--- config.mk ---
export PLATFORM = sky130hd
export DESIGN_NAME = pipe_stage_reg
export DESIGN_NICKNAME = d
export VERILOG_FILES = /design/src/rtl/pipe_stage_reg.sv
export SDC_FILE = /design/constraint.sdc
export NUM_CORES = 1
export LEC_CHECK = 0
export ABC_CLOCK_PERIOD_IN_PS = 2500
export CORE_ASPECT_RATIO = 0.5
export CORE_MARGIN = 2
export CORE_UTILIZATION = 40
export CTS_CLUSTER_DIAMETER = 50
export DETAILED_ROUTE_END_ITERATION = 10
export PLACE_DENSITY = 0.84
export SLEW_MARGIN = 0
export SYNTH_ARGS = -nofsm -noshare
export SYNTH_HDL_FRONTEND = slang
export SYNTH_SLANG_ARGS = --single-unit
--- constraint.sdc ---
create_clock -name clk -period 2.5 [get_ports clk]
set_input_delay 0.5 -clock clk [delete_from_list [all_inputs] [get_ports clk]]
set_output_delay 0.5 -clock clk [all_outputs]
set_load 0.02 [all_outputs]
--- src/rtl/pipe_stage_reg.sv ---
// rtl/pipe_stage_reg.sv - parametrised inter-stage pipeline register with stall, flush and event counters
// One register per stage boundary: load, bubble, hold or flush each cycle, plus saturating perf counters.
module pipe_stage_reg #(
  parameter int                   PAYLOAD_W  = 32,
  parameter logic [PAYLOAD_W-1:0] BUBBLE_VAL = '0,
  parameter int                   STAGE      = 2,
  parameter int                   CNT_W      = 16
) (
  input  logic                 clk,
  input  logic                 rst,
  input  logic [5:0]           stall,
  input  logic                 flush,
  input  logic [PAYLOAD_W-1:0] in_payload,
  input  logic                 in_valid,
  input  logic                 cnt_clr,
  output logic [PAYLOAD_W-1:0] out_payload,
  output logic                 out_valid,
  output logic [CNT_W-1:0]     load_cnt,
  output logic [CNT_W-1:0]     bubble_cnt,
  output logic [CNT_W-1:0]     hold_cnt
);

  logic w_up;
  logic w_dn;
  logic w_do_load;
  logic w_do_bubble;
  logic w_do_hold;

  logic [PAYLOAD_W-1:0] r_payload;
  logic                 r_valid;
  logic [CNT_W-1:0]     r_load_cnt;
  logic [CNT_W-1:0]     r_bubble_cnt;
  logic [CNT_W-1:0]     r_hold_cnt;

  assign w_up = stall[STAGE];
  assign w_dn = stall[STAGE+1];

  // Flush is folded into the bubble event; up=0 loads even under the illegal dn=1 case.
  assign w_do_load   = !flush && !w_up;
  assign w_do_bubble = flush || (w_up && !w_dn);
  assign w_do_hold   = !flush && w_up && w_dn;

  always_ff @(posedge clk) begin
    if (rst) begin
      r_payload <= BUBBLE_VAL;
      r_valid   <= 1'b0;
    end else if (w_do_bubble) begin
      r_payload <= BUBBLE_VAL;
      r_valid   <= 1'b0;
    end else if (w_do_load) begin
      r_payload <= in_payload;
      r_valid   <= in_valid;
    end
  end

  always_ff @(posedge clk) begin
    if (rst || cnt_clr) begin
      r_load_cnt   <= '0;
      r_bubble_cnt <= '0;
      r_hold_cnt   <= '0;
    end else begin
      if (w_do_load && !(&r_load_cnt))
        r_load_cnt <= r_load_cnt + 1'b1;
      if (w_do_bubble && !(&r_bubble_cnt))
        r_bubble_cnt <= r_bubble_cnt + 1'b1;
      if (w_do_hold && !(&r_hold_cnt))
        r_hold_cnt <= r_hold_cnt + 1'b1;
    end
  end

  assign out_payload = r_payload;
  assign out_valid   = r_valid;
  assign load_cnt    = r_load_cnt;
  assign bubble_cnt  = r_bubble_cnt;
  assign hold_cnt    = r_hold_cnt;

endmodule

* After elaboration in Yosys (flattened, before gate mapping)
Index checks and enable logic that the tools add are counted.
** Storage, ports and cells
- Flip-flop bits (word level) :: 81
- Latch bits :: 0
- Memory bits (writable) :: 0
- ROM bits :: 0
- Output and inout bits :: 81
- Memories kept :: 0
** Cells by class
- Add/sub/neg operators :: 3
- Multiply operators :: 0
- Divide/modulo/power cells :: 0
- Magnitude comparators :: 0
- Eq/ne operators :: 0
- Shift operators :: 0
- Muxes and demuxes :: 0
- Bitwise operators :: 0
- Reductions and logical operators :: 19
** Operators with widths (count)
- $add A16 B1 Y16 const B :: 3
- $reduce_and A16 Y1 :: 3
- $logic_and A1 B1 Y1 :: 7
- $logic_not A1 Y1 :: 6
- $logic_or A1 B1 Y1 :: 2
- $reduce_or A2 Y1 :: 1

* Longest topological paths before layout
Gate-level depths: netlist of run 1.
- Depth after elaboration :: 4
- Mapped depth :: 6

* Least setup slack after synthesis of run 1
Ideal clock, no wire load.
- Path kind :: input-to-reg
- Start point :: input stall[2]
- End point :: register r_hold_cnt[11] (netlist: hold_cnt[11])
- Setup time :: 0.070 ns
- Arrival time :: 1.959 ns
- Setup slack :: 0.471 ns
- Stages :: 6
- Path through :: clkbuf_8 > nand3b_2 > or4_1 > buf_2 > or4_1 > a21oi_1
** On the way
- Longest elaborated chain between the ends :: 3
** Ends and longest elaborated chain
- start: declaration :: line 11 : input logic [5:0] stall,
- $logic_and A1 B1 Y1 (2 in series) :: line 41 : assign w_do_hold = !flush && w_up && w_dn;
- $logic_and A1 B1 Y1 :: line 66 : if (w_do_hold && !(&r_hold_cnt))
- end signal: assignment :: line 67 : r_hold_cnt <= r_hold_cnt + 1'b1;
- end: declaration :: line 33 : logic [CNT_W-1:0] r_hold_cnt;
No other way between the ends.
A chain may end at the register's enable or synchronous reset.

* Worst setup path after layout of run 1
- Start point :: input stall[2]
- End point :: register r_load_cnt[13] (netlist: load_cnt[13])
** On the way
- Longest elaborated chain between the ends :: 3
** Ends and longest elaborated chain
- $logic_not A1 Y1 :: line 39 : assign w_do_load = !flush && !w_up;
- $logic_and A1 B1 Y1 :: line 39
- $logic_and A1 B1 Y1 :: line 62 : if (w_do_load && !(&r_load_cnt))
- end signal: assignment :: line 63 : r_load_cnt <= r_load_cnt + 1'b1;
- end: declaration :: line 31 : logic [CNT_W-1:0] r_load_cnt;
No other way between the ends.

==> results of run 1 <==
-- cells in the mapped netlist (all sizes together), types with 3 or more instances --
cell | number | area (µm²)
and4 | 4 | 35.0
or4 | 15 | 113
o21ai | 19 | 95.1
nand2 | 94 | 353
nor4 | 10 | 68.8
o311ai | 7 | 61.3
and3 | 3 | 18.8
ha | 3 | 37.5
o41ai | 8 | 70.1
nor2 | 10 | 37.5
a211oi | 6 | 45.0
clkbuf | 21 | 98.9
a21oi | 61 | 305
o211ai | 4 | 30.0
nor3 | 7 | 35.0
dfxtp | 81 | 1620
o31ai | 9 | 67.6
inv | 9 | 33.8
or3 | 14 | 88.8
nand3 | 20 | 100
a31oi | 7 | 43.8
nand4 | 16 | 115
-- power by group --
group          total (mW)  switching [mW]  leakage [nW]  internal [mW]
sequential           1.31         0.00711         0.654           1.30
combinational       0.202          0.0992         0.915          0.102
clock                1.39           0.534         0.151          0.854
total                2.90           0.641          1.72           2.26
-- flip-flops by register name, summed over array words and instances, names as in the netlist --
register,count
load_cnt,16
bubble_cnt,16
out_payload,32
out_valid,1
hold_cnt,16
-- tightest hold or removal path, stage by stage, from the launching register on --
cell,delay (ns)
dfxtp_1,0.31
nand2_1,0.05
a21oi_1,0.05
-- cells by family after synthesis --
family | count (synthesis)
buffers and inverters | 32
muxes | 2
adders and majority gates | 3
and+or+nand+nor | 205
AOI/OAI and AO/OA | 129
DFF | 81
-- area by class of cell --
| cell class | instances | area share [%] |
|---|---|---|
| clock inverter | 4 | 0.925 |
| sequential | 81 | 30.0 |
| inverter | 9 | 0.625 |
| clock buffer | 12 | 4.93 |
| tap | 117 | 2.71 |
| timing repair buffer | 143 | 25.4 |
| multi-input combinational | 339 | 35.5 |
-- per-layer routing --
metal  GRT usage [%]  wire length, µm  part of all wire, %  up-vias
met5               0                0                    0        -
met4            6.00              139                  1.3        0
met3            6.95              731                  7.1       13
met2            36.0             4960                   48      144
met1            24.5             4510                   44     1833
li1                -                -                    -     1955
-- path summary, 6_finish.rpt --
check	cells past startpoint	endpoint	slack, ns
worst max-delay path	6	load_cnt[13]$_SDFFE_PP0P_	0.34
worst min-delay path	2	out_payload[20]$_SDFFE_PP0P_	0.45
worst max register to register	6	load_cnt[13]$_SDFFE_PP0P_	0.36
worst min register to register	2	out_payload[20]$_SDFFE_PP0P_	0.45
-- stage by stage --
step	power [mW]	setup WS (ns)	utilization, %	instance area (µm²)	hold WS, ns
global route	2.99	0.115	61.3	5410	0.480
CTS	2.93	0.381	61.3	5410	0.454
global placement	1.54	0.0600	57.7	5090	0.441
floorplan	1.42	0.471	-	3680	0.535
detailed placement	1.54	0.0384	57.7	5090	0.446
finish	2.90	0.341	61.3	5410	0.452
==> results.json, run 1 <==
{
  "fin_nets": 629,
  "firstDrtPassIters": 5,
  "place_hpwl_um": 7360,
  "postCtsSetupRepairBufs": 0,
  "cts_resized": 0,
  "clk_pin_slew_ns": 0.06,
  "drtIter0Drc": 225,
  "drive_above_1_share_pct": 8.67,
  "initial_utilization_pct": 41.7,
  "hold_buffers": 0,
  "final_cell_mix": "clkdlybuf4s50_1, nand2_1, dfxtp_1",
  "dpl.cell_count": 689,
  "crit_fanout": 8,
  "cts_tree": "yes",
  "fmax_ghz": 0.463,
  "dieWidth_um": 140,
  "min_path_type": "reg -> reg",
  "antenna_found_initial": 0,
  "syn-instance-count": 452,
  "maxSlewHeadroom_pct": 40.9,
  "crit_path_start": "stall[2]",
  "cap_viol_max_count": 0,
  "drc_errors": 0,
  "cp.required_ns": 2.76,
  "ys_seq_area_share_pct": 44.0,
  "slowest_delay_ns": 0.48,
  "cts_root_buffer": "clkbuf_16",
  "r2r_start": "load_cnt[0]$_SDFFE_PP0P_",
  "synthAdderAreaFrac_pct": 1.02,
  "min_from": "out_payload[20]$_SDFFE_PP0P_",
  "ir_drop_uv": 357,
  "vias_per_cell": 5.60,
  "critPathTopFamily": "simple AND/OR/NAND/NOR gates",
  "synth_area_mm2": 0.00368,
  "cts_sinks": 81,
  "p_leak_nw": 1.72,
  "io_pins": 124,
  "status": "complete, no violations",
  "critical_path_buf_inv_count": 2,
  "ys_ff_latch": 81,
  "multi_input_area_mm2": 0.00192,
  "setup.worst_path.start_class": "primary input",
  "wl_per_cell_um": 14.7,
  "ctsLongestPathBuffers": 2,
  "cts-buffers-inserted": 9,
  "finalClockSkew_ns": 0.00409,
  "ys.flop_type": "dfxtp_1",
  "synth-simple-area-share_pct": 28.9,
  "grt_max_degree": 35,
  "num_rows": 24,
  "crit_type": "in -> reg",
  "synth_compound_area_share_pct": 21.5,
  "hold_viol": 0,
  "finalSetupTns_ns": 0,
  "finalSetupViolCount": 0,
  "synth_mux_area_share_pct": 0.543,
  "antenna_left": 0,
  "synthArstFlopShare_pct": 0,
  "port_buffers": 119,
  "finalNonFillerCells": 705,
  "crit_chain": "clkdlybuf4s50_1 > buf_4 > and4bb_2 > o311ai_0 > or4_1 > a21oi_1",
  "syn_nets": 498,
  "synth_edf_count": 0,
  "synth_cell_type_count": 45,
  "yosysWarnings": 0,
  "die-area_mm2": 0.0100,
  "coreArea_mm2": 0.00883,
  "cts_max_level": 3,
  "powerDensity_mw_per_mm2": 536,
  "area_delta_synth_final_pct": 46.8,
  "die_y_um": 71.9,
  "fillers": 754,
  "grt_pass1_vias": 3626,
  "cp.arrival_ns": 2.42,
  "wl_um": 10300,
  "rsz0062_at_grt": "no",
  "antenna_cells": 0,
  "synth_top_family_by_area": "simple AND/OR/NAND/NOR gates",
  "period_share_pct": 86.4,
  "syn_avg_cell_area_um2": 8.15,
  "mostFrequentLayoutCell": "clkdlybuf4s50_1",
  "slew_viol_final": 0,
  "cpMaxStageDelayCell": "or4_1",
  "grt_pass1_wl_um": 16900,
  "register_area_mm2": 0.00162,
  "synthXorXnorAreaFrac_pct": 0,
  "worst_slew_pin_slew_ns": 0.875,
  "track_usage_pct": 20.6,
  "post-route-min-period_ns": 2.16,
  "grt_overflow": 0,
  "clock_insertion_delay_worst_skew_ns": 0.34,
  "gp_congestion": 0.898,
  "end_kind": "flip-flop",
  "vias": 3945
}
Note: power is estimated with default switching activity, not from simulation.
==> run 2, diff against run 1 <==
- REMOVE_ABC_BUFFERS: unset -> 1
==> results.json, run 2 (synthesized netlist as in run 1, its figures left out) <==
{
  "die-area_mm2": 0.0100,
  "crit_type": "in -> reg",
  "cap_viol_max_count": 0,
  "slew_viol_final": 0,
  "antenna_left": 0,
  "end_kind": "flip-flop",
  "critPathTopFamily": "buffers and inverters",
  "powerDensity_mw_per_mm2": 545,
  "setup.worst_path.start_class": "primary input",
  "grt_pass1_vias": 3626,
  "grt_overflow": 0,
  "coreArea_mm2": 0.00883,
  "critical_path_buf_inv_count": 3,
  "slowest_delay_ns": 0.49,
  "dpl.cell_count": 686,
  "initial_utilization_pct": 41.7,
  "die_y_um": 71.9,
  "cts_root_buffer": "clkbuf_16",
  "place_hpwl_um": 7390,
  "register_area_mm2": 0.00162,
  "worst_hold_slack_ns": 0.452,
  "wl_um": 10600,
  "cp.arrival_ns": 2.37,
  "largest_reg_flops": 32,
  "min_path_type": "reg -> reg",
  "post-route-min-period_ns": 2.16,
  "rsz0062_at_grt": "no",
  "cp_common_cell": "buf_4",
  "antenna_found_initial": 0,
  "hold_buffers": 0,
  "clock_insertion_delay_worst_skew_ns": 0.33,
  "drive_above_1_share_pct": 8.21,
  "clk_pin_slew_ns": 0.06,
  "maxSlewHeadroom_pct": 62.7,
  "finalNonFillerCells": 702,
  "crit_chain": "clkdlybuf4s50_1 > buf_4 > nor2b_1 > o211ai_1 > buf_4 > o41ai_1 > a21oi_1",
  "wl_per_cell_um": 15.2,
  "antenna_cells": 0,
  "vias_per_cell": 5.60,
  "grt_pass1_wl_um": 17400,
  "port_buffers": 119,
  "fin_nets": 626,
  "cts-buffers-inserted": 9,
  "fmax_ghz": 0.462,
  "status": "complete, no violations",
  "drtIter0Drc": 323,
  "hold_viol": 0,
  "design_area_mm2": 0.00540,
  "finalSetupTns_ns": 0,
  "worst_slew_pin_slew_ns": 0.554,
  "cts_resized": 0,
  "finalClockSkew_ns": 0.00542,
  "post_dp_cell_area_mm2": 0.00507,
  "final_cell_mix": "clkdlybuf4s50_1, nand2_1, dfxtp_1",
  "vias": 3930,
  "multi_input_area_mm2": 0.00192,
  "p_leak_nw": 1.70,
  "dieWidth_um": 140,
  "cts_max_level": 3,
  "ctsLongestPathBuffers": 2,
  "track_usage_pct": 21.0,
  "mostFrequentLayoutCell": "clkdlybuf4s50_1",
  "cts_sinks": 81,
  "crit_fanout": 8,
  "cp.required_ns": 2.71,
  "fillers": 777,
  "postCtsSetupRepairBufs": 0,
  "finalSetupViolCount": 0,
  "grt_max_degree": 35,
  "gp_congestion": 0.897,
  "cpMaxStageDelayCell": "clkdlybuf4s50_1",
  "area_delta_synth_final_pct": 46.6,
  "cts_tree": "yes",
  "drc_errors": 0,
  "io_pins": 124,
  "period_share_pct": 86.6,
  "firstDrtPassIters": 5,
  "ir_drop_uv": 401,
  "num_rows": 24
}
[run 2: worst paths after layout]
path              slack (ns)                         start                           end  cells after the start
setup / recovery        0.34                      stall[2]   bubble_cnt[14]$_SDFFE_PP0P_                      7
hold / removal          0.45  out_payload[15]$_SDFFE_PP0P_  out_payload[15]$_SDFFE_PP0P_                      2
setup reg to reg        0.45      hold_cnt[3]$_SDFFE_PP0P_     hold_cnt[13]$_SDFFE_PP0P_                      4
hold reg to reg         0.45  out_payload[15]$_SDFFE_PP0P_  out_payload[15]$_SDFFE_PP0P_                      2
[run 2: per-stage QoR]
stage | setup slack [ns] | util, % | power, mW
finish | 0.335 | 61.2 | 2.94
floorplan | 0.294 | - | 1.41
CTS | 0.386 | 61.2 | 2.97
global route | 0.241 | 61.2 | 3.04
detailed placement | 0.0316 | 57.4 | 1.53
global placement | 0.0656 | 57.4 | 1.53
[run 2: power by group]
group | switching, mW | total, mW | internal, mW
clock network | 0.531 | 1.43 | 0.903
logic | 0.0967 | 0.197 | 0.100
registers | 0.00758 | 1.31 | 1.30
total | 0.635 | 2.94 | 2.31
[run 2: layout make-up]
type | count | area share [%]
well taps | 117 | 2.71
clock buffers | 10 | 4.43
inverters | 9 | 0.626
multi-input cells | 339 | 35.5
clock inverters | 6 | 1.69
flip-flops and latches | 81 | 30.0
repair buffers | 140 | 25.0
[run 2: tightest hold or removal path, cell delays in order (launching register included)]
cell and delay (ns):
dfxtp_1 0.31, nand2_1 0.05, a21oi_1 0.05
[run 2: per-layer routing]
metal	share of wire [%]	vias to the layer above	track usage (%)
li1	-	1944	-
met1	42	1830	25.4
met2	50	130	36.5
met3	5.3	26	5.82
met4	2.5	0	7.56
met5	0	-	0
==> run 3, diff against run 2 <==
- DONT_BUFFER_PORTS: unset -> 1
- PLACE_DENSITY: 0.84 -> 0.66
==> results.json, run 3 (synthesized netlist as in run 1, its figures left out) <==
{
  "design_area_mm2": 0.00418,
  "slowest_delay_ns": 0.68,
  "gp_congestion": 0.800,
  "mostFrequentLayoutCell": "nand2_1",
  "cts_tree": "yes",
  "p_int_mw": 2.23,
  "die_y_um": 71.9,
  "firstDrtPassIters": 4,
  "vias_per_cell": 5.90,
  "vias": 3416,
  "reg2reg_to": "hold_cnt[13]$_SDFFE_PP0P_",
  "area_delta_synth_final_pct": 13.4,
  "drc_errors": 0,
  "dpl.cell_count": 563,
  "cp.required_ns": 2.76,
  "wl_um": 9510,
  "ir_drop_uv": 327,
  "cap_viol_max_count": 0,
  "seq_power_share_pct": 46.3,
  "post-route-min-period_ns": 2.11,
  "clock_insertion_delay_worst_skew_ns": 0.33,
  "r2r_start": "hold_cnt[4]$_SDFFE_PP0P_",
  "clk_pin_slew_ns": 0.06,
  "antenna_cells": 0,
  "p_leak_nw": 1.27,
  "finalClockSkew_ns": 0.00284,
  "die-area_mm2": 0.0100,
  "grt_pass1_vias": 3163,
  "setup.worst_path.start_class": "flip-flop",
  "hold_viol": 0,
  "cp.arrival_ns": 2.37,
  "holdPathEnd": "out_payload[3]$_SDFFE_PP0P_",
  "period_share_pct": 84.4,
  "coreArea_mm2": 0.00883,
  "port_buffers": 0,
  "p_total_mw": 2.86,
  "crit_fanout": 7,
  "final_cell_mix": "nand2_1, dfxtp_1, a21oi_1",
  "fin_nets": 503,
  "grt_pass1_wl_um": 15500,
  "end_kind": "flip-flop",
  "wl_per_cell_um": 16.4,
  "num_rows": 24,
  "initial_utilization_pct": 41.7,
  "hold_buffers": 0,
  "finalSetupTns_ns": 0,
  "clkPwrFrac_pct": 50.7,
  "place_hpwl_um": 6490,
  "cts_max_level": 3,
  "powerDensity_mw_per_mm2": 685,
  "fmax_ghz": 0.474,
  "maxSlewHeadroom_pct": 25.6,
  "power.switching_mw": 0.629,
  "cts_resized": 0,
  "cp_common_cell": "or4_1",
  "rsz0062_at_grt": "no",
  "grt_max_degree": 37,
  "antenna_found_initial": 0,
  "hold_path_depth": 2,
  "largest_reg_flops": 32,
  "worst_slew_pin_slew_ns": 1.12,
  "cts_sinks": 81,
  "r2r_cells": 4,
  "drive_above_1_share_pct": 9.52,
  "post_dp_cell_area_mm2": 0.00385,
  "cpMaxStageDelayCell": "or4_1",
  "ctsLongestPathBuffers": 2,
  "antenna_left": 0,
  "postCtsSetupRepairBufs": 0,
  "netSwitchingFraction_pct": 22.0,
  "min_path_type": "in -> reg",
  "slew_viol_final": 0,
  "finalSetupViolCount": 0,
  "cts_root_buffer": "clkbuf_16",
  "cts-buffers-inserted": 9,
  "dieWidth_um": 140,
  "crit_chain": "nand4_4 > or4_1 > or4_1 > a21oi_1",
  "status": "complete, no violations",
  "grt_overflow": 0,
  "regToRegSetupSlack_ns": 0.39,
  "min_from": "in_payload[3]",
  "track_usage_pct": 18.9,
  "io_pins": 124,
  "crit_type": "reg -> reg",
  "finalNonFillerCells": 579,
  "drtIter0Drc": 238,
  "pwr-share-comb_pct": 3.0
}
==> run 3: cell types whose count changed in the layout (fill, tap and decap cells not counted) <==
cell	change
clkinv_2	+1
inv_6	+1
clkdlybuf4s50_1	-119
buf_4	-4
clkinvlp_4	-2
==> run 3: stage by stage <==
stage	setup WS [ns]	util, %	hold slack, ns
after floorplan	0.294	-	0.535
after global routing	0.255	47.3	0.280
after detailed placement	0.413	43.6	0.550
after global placement	0.422	43.6	0.546
after CTS	0.393	47.3	0.288
final	0.389	47.3	0.298
==> run 3: how the worst max path moves through the flow <==
stage	startpoint	to	slack [ns]	cells past startpoint
after global routing	hold_cnt[4]$_SDFFE_PP0P_	hold_cnt[13]$_SDFFE_PP0P_	0.25	4
after global placement	hold_cnt[4]$_SDFFE_PP0P_	hold_cnt[11]$_SDFFE_PP0P_	0.42	4
after detailed placement	hold_cnt[4]$_SDFFE_PP0P_	hold_cnt[11]$_SDFFE_PP0P_	0.41	4
final	hold_cnt[4]$_SDFFE_PP0P_	hold_cnt[13]$_SDFFE_PP0P_	0.39	4
after CTS	hold_cnt[4]$_SDFFE_PP0P_	hold_cnt[11]$_SDFFE_PP0P_	0.39	4
after floorplan	hold_cnt[0]$_SDFFE_PP0P_	hold_cnt[4]$_SDFFE_PP0P_	0.29	5
==> run 3: power groups by stage <==
stage          sequential, mW  combinational (mW)  clock (mW)
2_1_floorplan            1.35              0.0584           0
5_1_grt                  1.33              0.0959        1.54
3_5_place_dp             1.35              0.0851           0
4_1_cts                  1.33              0.0854        1.48
6_report                 1.33              0.0850        1.45
3_3_place_gp             1.35              0.0841           0
==> run 3: metal layers <==
metal	vias up	global-route usage, %	wire length [µm]
li1	1700	-	-
met5	-	0	0
met3	5	7.09	752
met2	115	31.1	4460
met4	0	5.44	61
met1	1596	23.6	4240
==> run 3: layout make-up <==
cell class                 count  area (µm²)
tap                          117         146
multi-input combinational    339        1920
timing repair buffer          17         128
clock inverter                 6        90.1
sequential                    81        1620
clock buffer                  10         239
inverter                       9        33.8
fill                         874        4650
==> run 3: worst max-delay path: cells and delay by family, from the launching register on <==
family	cells	cell delay, ns
compound gates	1	0.14
flops	1	0.53
simple gates	3	1.38
